$ cat src/rtl/mdc_cfg_pkg.sv
`default_nettype none
//------------------------------------------------------------------------------
// Module   : mdc_cfg_pkg
// Brief    : State encoding and select-table lookup shared by mdc_reconfig_ctrl.
// Revision : 1.0  initial release
//------------------------------------------------------------------------------
package mdc_cfg_pkg;

    typedef enum logic [1:0] {
        ST_IDLE   = 2'd0,
        ST_DRAIN  = 2'd1,
        ST_SWITCH = 2'd2,
        ST_SETTLE = 2'd3
    } cfg_state_e;

    localparam logic [1:0] c_st_idle   = ST_IDLE;
    localparam logic [1:0] c_st_drain  = ST_DRAIN;
    localparam logic [1:0] c_st_switch = ST_SWITCH;
    localparam logic [1:0] c_st_settle = ST_SETTLE;

    // Upper bounds for the width-agnostic table lookup below.
    localparam int c_sel_w_max = 32;
    localparam int c_tbl_max   = 1024;

    // Entry for configuration `id` (1-based); id 0 yields all zeros.
    function automatic logic [c_sel_w_max-1:0] sel_lookup(
        input logic [c_tbl_max-1:0] tbl,
        input int                   sel_w,
        input int                   id
    );
        logic [c_tbl_max-1:0]   w_sh;
        logic [c_sel_w_max-1:0] w_out;
        w_out = '0;
        w_sh  = (id == 0) ? '0 : (tbl >> ((id - 1) * sel_w));
        for (int b = 0; b < c_sel_w_max; b++) begin
            if (b < sel_w) w_out[b] = w_sh[b];
        end
        return w_out;
    endfunction

endpackage
`default_nettype wire

$ cat src/rtl/mdc_reconfig_ctrl_if.sv
`default_nettype none
//------------------------------------------------------------------------------
// Module   : mdc_reconfig_ctrl_if
// Brief    : Host request / datapath control bundle; cfg_count exists only
//            when MDC_CFG_CNT_EN is defined.
// Revision : 1.0  initial release
//------------------------------------------------------------------------------
interface mdc_reconfig_ctrl_if #(
    parameter int ID_W  = 8,
    parameter int SEL_W = 2
);
    logic [ID_W-1:0]  id_in;
    logic             id_valid;
    logic             id_ready;
    logic             busy_in;
    logic             hold;
    logic [SEL_W-1:0] sel;
    logic [ID_W-1:0]  cur_id;
    logic             cfg_done;
    logic             cfg_error;
`ifdef MDC_CFG_CNT_EN
    logic [15:0]      cfg_count;

    modport master (
        output id_in, id_valid, busy_in,
        input  id_ready, hold, sel, cur_id, cfg_done, cfg_error, cfg_count
    );
    modport slave (
        input  id_in, id_valid, busy_in,
        output id_ready, hold, sel, cur_id, cfg_done, cfg_error, cfg_count
    );
`else
    modport master (
        output id_in, id_valid, busy_in,
        input  id_ready, hold, sel, cur_id, cfg_done, cfg_error
    );
    modport slave (
        input  id_in, id_valid, busy_in,
        output id_ready, hold, sel, cur_id, cfg_done, cfg_error
    );
`endif
endinterface
`default_nettype wire

$ cat src/rtl/mdc_cfg_timer.sv
`default_nettype none
//------------------------------------------------------------------------------
// Module   : mdc_cfg_timer
// Brief    : Loadable down-counter that stops at zero and flags it.
// Revision : 1.0  initial release
//------------------------------------------------------------------------------
module mdc_cfg_timer #(
    parameter int WIDTH = 8
) (
    input  wire logic             clk,
    input  wire logic             rst,
    input  wire logic             i_load,
    input  wire logic [WIDTH-1:0] i_load_val,
    input  wire logic             i_en,
    output logic                  o_zero
);
    logic [WIDTH-1:0] r_cnt;

    always_ff @(posedge clk) begin
        if (rst) begin
            r_cnt <= '0;
        end else if (i_load) begin
            r_cnt <= i_load_val;
        end else if (i_en && (r_cnt != '0)) begin
            r_cnt <= r_cnt - 1'b1;
        end
    end

    assign o_zero = (r_cnt == '0);
endmodule
`default_nettype wire

$ cat src/rtl/mdc_reconfig_ctrl.sv
`default_nettype none
//------------------------------------------------------------------------------
// Module   : mdc_reconfig_ctrl
// Brief    : Sequential drain/switch/settle configurator for merged dataflow
//            switch boxes. Optional MDC_CFG_CNT_EN adds a saturating cfg_count.
// Revision : 1.0  initial release
//------------------------------------------------------------------------------
module mdc_reconfig_ctrl
    import mdc_cfg_pkg::*;
#(
    parameter int                     ID_W       = 8,
    parameter int                     SEL_W      = 2,
    parameter int                     N_CFG      = 2,
    parameter logic [N_CFG*SEL_W-1:0] SEL_TABLE  = {2'b11, 2'b00},
    parameter int                     SETTLE_CYC = 2,
    parameter int                     DRAIN_MAX  = 255
) (
    input  wire logic          clock,
    input  wire logic          reset,
    mdc_reconfig_ctrl_if.slave bus
);
    localparam int c_drn_w = $clog2(DRAIN_MAX + 1);
    localparam int c_stl_w = $clog2(SETTLE_CYC + 1);
    localparam logic [c_drn_w-1:0]   c_drn_load = c_drn_w'(DRAIN_MAX - 1);
    localparam logic [c_stl_w-1:0]   c_stl_load = c_stl_w'(SETTLE_CYC - 1);
    localparam logic [c_tbl_max-1:0] c_table    = c_tbl_max'(SEL_TABLE);

    logic [1:0]       r_state;
    logic [ID_W-1:0]  r_id;
    logic [ID_W-1:0]  r_cur_id;
    logic [SEL_W-1:0] r_sel;
    logic             r_done;
    logic             r_error;

    logic                   w_accept;
    logic                   w_legal;
    logic                   w_start;
    logic                   w_drn_zero;
    logic                   w_stl_zero;
    logic                   w_settle_end;
    logic [c_sel_w_max-1:0] w_lookup;

    assign w_accept     = bus.id_valid && bus.id_ready;
    assign w_legal      = (bus.id_in != '0) && (32'(bus.id_in) <= 32'(N_CFG));
    assign w_start      = w_accept && w_legal && (bus.id_in != r_cur_id);
    assign w_settle_end = (r_state == c_st_settle) && w_stl_zero;
    assign w_lookup     = sel_lookup(c_table, SEL_W, int'(r_id));

    generate
        if (SEL_W < c_sel_w_max) begin : g_sel_unused
            logic w_sel_unused;
            assign w_sel_unused = ^w_lookup[c_sel_w_max-1:SEL_W];
        end
    endgenerate

    mdc_cfg_timer #(.WIDTH(c_drn_w)) u_drain_tmr (
        .clk        (clock),
        .rst        (reset),
        .i_load     (w_start),
        .i_load_val (c_drn_load),
        .i_en       (r_state == c_st_drain),
        .o_zero     (w_drn_zero)
    );

    mdc_cfg_timer #(.WIDTH(c_stl_w)) u_settle_tmr (
        .clk        (clock),
        .rst        (reset),
        .i_load     (r_state == c_st_switch),
        .i_load_val (c_stl_load),
        .i_en       (r_state == c_st_settle),
        .o_zero     (w_stl_zero)
    );

    always_ff @(posedge clock) begin
        if (reset) begin
            r_state  <= c_st_idle;
            r_id     <= '0;
            r_cur_id <= '0;
            r_sel    <= '0;
            r_done   <= 1'b0;
            r_error  <= 1'b0;
        end else begin
            r_done  <= 1'b0;
            r_error <= 1'b0;
            case (r_state)
                c_st_idle: begin
                    if (w_accept) begin
                        if (!w_legal) begin
                            r_error <= 1'b1;
                        end else if (bus.id_in == r_cur_id) begin
                            r_done <= 1'b1;
                        end else begin
                            r_id    <= bus.id_in;
                            r_state <= c_st_drain;
                        end
                    end
                end
                // An idle fabric wins over a simultaneous timeout.
                c_st_drain: begin
                    if (!bus.busy_in) begin
                        r_state <= c_st_switch;
                    end else if (w_drn_zero) begin
                        r_error <= 1'b1;
                        r_state <= c_st_idle;
                    end
                end
                c_st_switch: begin
                    r_sel    <= w_lookup[SEL_W-1:0];
                    r_cur_id <= r_id;
                    r_state  <= c_st_settle;
                end
                c_st_settle: begin
                    if (w_stl_zero) begin
                        r_done  <= 1'b1;
                        r_state <= c_st_idle;
                    end
                end
                default: r_state <= c_st_idle;
            endcase
        end
    end

`ifdef MDC_CFG_CNT_EN
    logic [15:0] r_cfg_count;

    always_ff @(posedge clock) begin
        if (reset) begin
            r_cfg_count <= '0;
        end else if (w_settle_end && (r_cfg_count != 16'hFFFF)) begin
            r_cfg_count <= r_cfg_count + 16'd1;
        end
    end

    assign bus.cfg_count = r_cfg_count;
`else
    logic w_settle_end_unused;
    assign w_settle_end_unused = w_settle_end;
`endif

    assign bus.id_ready  = (r_state == c_st_idle) && !reset;
    assign bus.hold      = (r_state != c_st_idle);
    assign bus.sel       = r_sel;
    assign bus.cur_id    = r_cur_id;
    assign bus.cfg_done  = r_done;
    assign bus.cfg_error = r_error;
endmodule
`default_nettype wire

$ cat src/flat_wrapper.sv
// flat-port wrapper written by rule: the top's interface ports become plain ports
module mdc_reconfig_ctrl_flat import mdc_cfg_pkg::*;
#(
    parameter int                     ID_W       = 8,
    parameter int                     SEL_W      = 2,
    parameter int                     N_CFG      = 2,
    parameter logic [N_CFG*SEL_W-1:0] SEL_TABLE  = {2'b11, 2'b00},
    parameter int                     SETTLE_CYC = 2,
    parameter int                     DRAIN_MAX  = 255
)
  (clock, reset, bus_id_in, bus_id_valid, bus_busy_in, bus_id_ready, bus_hold, bus_sel, bus_cur_id, bus_cfg_done, bus_cfg_error);
  mdc_reconfig_ctrl_if #(.ID_W(ID_W), .SEL_W(SEL_W)) bus_i ();
  input  wire logic clock;
  input  wire logic reset;
  input wire logic [$bits(bus_i.id_in)-1:0] bus_id_in;
  input wire logic [$bits(bus_i.id_valid)-1:0] bus_id_valid;
  input wire logic [$bits(bus_i.busy_in)-1:0] bus_busy_in;
  output wire logic [$bits(bus_i.id_ready)-1:0] bus_id_ready;
  output wire logic [$bits(bus_i.hold)-1:0] bus_hold;
  output wire logic [$bits(bus_i.sel)-1:0] bus_sel;
  output wire logic [$bits(bus_i.cur_id)-1:0] bus_cur_id;
  output wire logic [$bits(bus_i.cfg_done)-1:0] bus_cfg_done;
  output wire logic [$bits(bus_i.cfg_error)-1:0] bus_cfg_error;
  assign bus_i.id_in = bus_id_in;
  assign bus_i.id_valid = bus_id_valid;
  assign bus_i.busy_in = bus_busy_in;
  assign bus_id_ready = bus_i.id_ready;
  assign bus_hold = bus_i.hold;
  assign bus_sel = bus_i.sel;
  assign bus_cur_id = bus_i.cur_id;
  assign bus_cfg_done = bus_i.cfg_done;
  assign bus_cfg_error = bus_i.cfg_error;
  mdc_reconfig_ctrl #(.ID_W(ID_W), .SEL_W(SEL_W), .N_CFG(N_CFG), .SEL_TABLE(SEL_TABLE), .SETTLE_CYC(SETTLE_CYC), .DRAIN_MAX(DRAIN_MAX)) u_core (.clock(clock), .reset(reset), .bus(bus_i));
endmodule
$ cat config.mk
export PLATFORM = sky130hd
export DESIGN_NAME = mdc_reconfig_ctrl_flat
export DESIGN_NICKNAME = d
export VERILOG_FILES = /design/src/rtl/mdc_cfg_pkg.sv /design/src/rtl/mdc_reconfig_ctrl_if.sv /design/src/rtl/mdc_cfg_timer.sv /design/src/rtl/mdc_reconfig_ctrl.sv /design/src/flat_wrapper.sv
export SDC_FILE = /design/constraint.sdc
export NUM_CORES = 1
export LEC_CHECK = 0
export CELL_PAD_IN_SITES_DETAIL_PLACEMENT = 2
export CELL_PAD_IN_SITES_GLOBAL_PLACEMENT = 2
export CORE_UTILIZATION = 28
export CTS_CLUSTER_SIZE = 10
export DETAILED_ROUTE_END_ITERATION = 6
export PLACE_DENSITY = 0.82
export SLEW_MARGIN = 20
export SYNTH_ARGS = -nofsm -noshare
export SYNTH_HDL_FRONTEND = slang
export SYNTH_SLANG_ARGS = --single-unit
$ cat constraint.sdc
create_clock -name clock -period 1.54 [get_ports clock]
set_input_delay 0.154 -clock clock [delete_from_list [all_inputs] [get_ports clock]]
set_output_delay 0.154 -clock clock [all_outputs]
set_load 0.1 [all_outputs]
==> results_dict.tcl <==
set metrics [dict create \
    hold_start "bus_id_in[0]" \
    max_cap_viol_count 0 \
    max-slew-margin-rel_pct 68.4 \
    cts_buffers 5 \
    ctsHoldBuffers 0 \
    antenna_cells 0 \
    numClockSinks 31 \
    setup_slack_ps -202 \
    yosysMostFrequentCell "dfxtp_1" \
    die_w_um 75.2 \
    netlist_instances 162 \
    p_total_w 0.00267 \
    critPathLaunchType "flip-flop" \
    wl_per_cell_um 21.1 \
    topRoutingLayerUsed "met4" \
    globalplace.congestion 0.753 \
    dpl-instance-area_um2 2220 \
    violations "setup timing" \
    drt_iter0_drc 48 \
    synth_warnings 0 \
    p_leak_nw 1.04 \
    skew_ps 4.01 \
    fin_cells 303 \
    rsz0062_at_grt "true" \
    grt_pass1_vias 1631 \
    worst-r2r-cell-count 7 \
    synth-seq-cells 31 \
    synth_top_cell_by_area "dfxtp_1" \
    hpwlAfterDp_um 3800 \
    synthesis.area_um2 1500 \
    clk_pin_slew_ps 70 \
    fillerInstances 534 \
    vias 1444 \
    cts-htree-levels 2 \
    p_per_area_nw_per_um2 1000 \
    synth_flop_cell "dfxtp_1" \
    grt_pass1_wl_um 9180 \
    yosys-top-cells-count "31 x dfxtp_1, 23 x nor2_1, 11 x xnor2_1" \
    hp-class "in2reg" \
    endpoint_kind "flip-flop" \
    ys_async_sr_fraction_pct 0 \
    max_freq_mhz 574 \
    dieArea_um2 5650 \
    final_area_um2 2660 \
    cp_max_fo 7 \
    synthToLayoutAreaGrowth_pct 77.6 \
    die_h_um 75.2 \
    ys_top_cells_by_area "dfxtp_1 41%, mux2i_1 6.7%, xnor2_1 6.4%, ha_1 5.8%, nor2_1 5.8%" \
    grt_max_degree 16 \
    hold_viol_final 0 \
    syn_nets 181 \
    min_period_ps 1740 \
    cp.arrival_ps 1930 \
    viasPerCell 4.77 \
    io_pins 26 \
    placed_cells 280 \
    root_buffer "clkbuf_8" \
    final.period_utilization_pct 113 \
    post-route-drc-count 0 \
    core_area_um2 5140 \
    fin_nets 251 \
    initial_core_util_pct 29.2 \
    worstSetupPathType "reg2reg" \
    synth_top_cell_area_share_pct 41.4 \
    tightest_slew_ps 467 \
    clk_latency_ps 290 \
    overflow 0 \
    status "finished, violations left" \
    antenna_found_initial 0 \
    rows 26 \
    regToRegSetupSlack_ps -200 \
    slew_viol_final 0 \
    clock_path_buffers 2 \
    drt_pass1_iterations 4 \
    finalWirelength_um 6400 \
    vdd_drop_max_v 0.000764 \
    ys_seq_area_share_pct 41.4 \
    crit_required_ps 1730 \
    dp_slack_ps -456 \
    wirelength_met1_um 2680 \
    drive_above_1_share_pct 51.1 \
    wl_met2_um 3420 \
    grt_usage_pct 23.4 \
    ant_nets 0 \
    portBuffers 25 \
    register_area_um2 656 \
    yosysUniqueCellTypes 39 \
    cts_tree "yes" \
    dr_wl_met3_um 120 \
    synth_edf_count 0 \
    setup_violations 27 \
    syn_avg_cell_area_um2 9.26 \
    multi_input_area_um2 1050 \
]
==> power by group <==
part           switching [W]  leakage (nW)  internal [W]
registers          0.0000398         0.258      0.000824
logic               0.000649         0.744      0.000519
clock network       0.000332        0.0403      0.000308
total                0.00102          1.04       0.00165
==> cells in the final DEF, fill, tap and decap left out, types with 4 or more instances in the layout <==
cell type and n:
a21oi_1 6, a21oi_2 4, and2_4 7, buf_12 14, buf_4 39, buf_6 5
clkbuf_8 5, dfxtp_1 21, dfxtp_4 9, dlygate4sd2_1 4, dlymetal6s2s_1 4, ha_1 4
inv_1 6, mux2i_1 9, nand2_1 5, nor2_1 21, xnor2_2 6, xor2_1 5
==> flip-flops by register name, summed over array words and instances, names as in the netlist, named ones only <==
name                       cells
u_core.bus.cfg_done            1
u_core.bus.cfg_error           1
u_core.bus.cur_id              8
u_core.bus.sel                 1
u_core.r_id                    8
u_core.r_state                 1
u_core.u_drain_tmr.r_cnt       8
u_core.u_settle_tmr.r_cnt      2
==> worst min path at each step <==
stage                     cells after the start  slack, ps                    to
final                                         3        290        u_core.r_id[0]
after global routing                          3        300        u_core.r_id[0]
after CTS                                     5        500  u_core.bus.cfg_error
after detailed placement                      1        500        u_core.r_id[5]
after global placement                        1        480        u_core.r_id[4]
after floorplan                               2        300        u_core.r_id[0]
==> metal layers <==
metal | global-route usage (%) | vias to the layer above
met1 | 27.7 | 716
met2 | 42.1 | 24
met3 | 4.82 | 13
met4 | 8.02 | 0
met5 | 0 | -
li1 | - | 691
==> area by class of cell <==
| class | instances | share of cell area, % |
|---|---|---|
| clock inverters | 2 | 0.282 |
| clock buffers | 6 | 2.72 |
| repair buffers | 69 | 27.9 |
| flip-flops and latches | 31 | 24.6 |
| multi-input cells | 115 | 39.5 |
| inverters | 10 | 1.64 |
| well taps | 70 | 3.29 |
==> repair_timing <==
action | in CTS | in global routing
pin swaps | 15 | 14
setup buffers | 7 | 9
gates resized for setup | 28 | 31
endpoints found under the setup margin | 21 | 29
==> kinds of logic (layout without fill, tap and decap cells) <==
group / after synthesis / count (layout) / synth area share (%)
DFF: 31 / 31 / 41.4
AOI/OAI and AO/OA: 23 / 23 / 10.1
buffers and inverters: 16 / 87 / 4.84
and+or+nand+nor: 58 / 58 / 21.3
muxes: 10 / 10 / 6.67
xor gates and xnor gates: 17 / 17 / 9.92
adders and majority gates: 7 / 7 / 5.84
==> stage by stage <==
stage / TNS (ps) / util (%) / hold slack (ps)
after floorplan: -311 / - / 298
after global placement: -5640 / 43.2 / 477
after detailed placement: -6850 / 43.2 / 496
after CTS: -550 / 47.9 / 496
after global routing: -4350 / 51.8 / 298
final: -2650 / 51.8 / 286
==> critical path: stages (launching register included) <==
cell	delay, ps
dfxtp_4	370
inv_4	70
ha_4	130
and3b_2	210
and4_4	240
o21ai_4	100
a211o_1	280
a31oi_1	230
No activity file was read; power rests on OpenSTA's default activity.
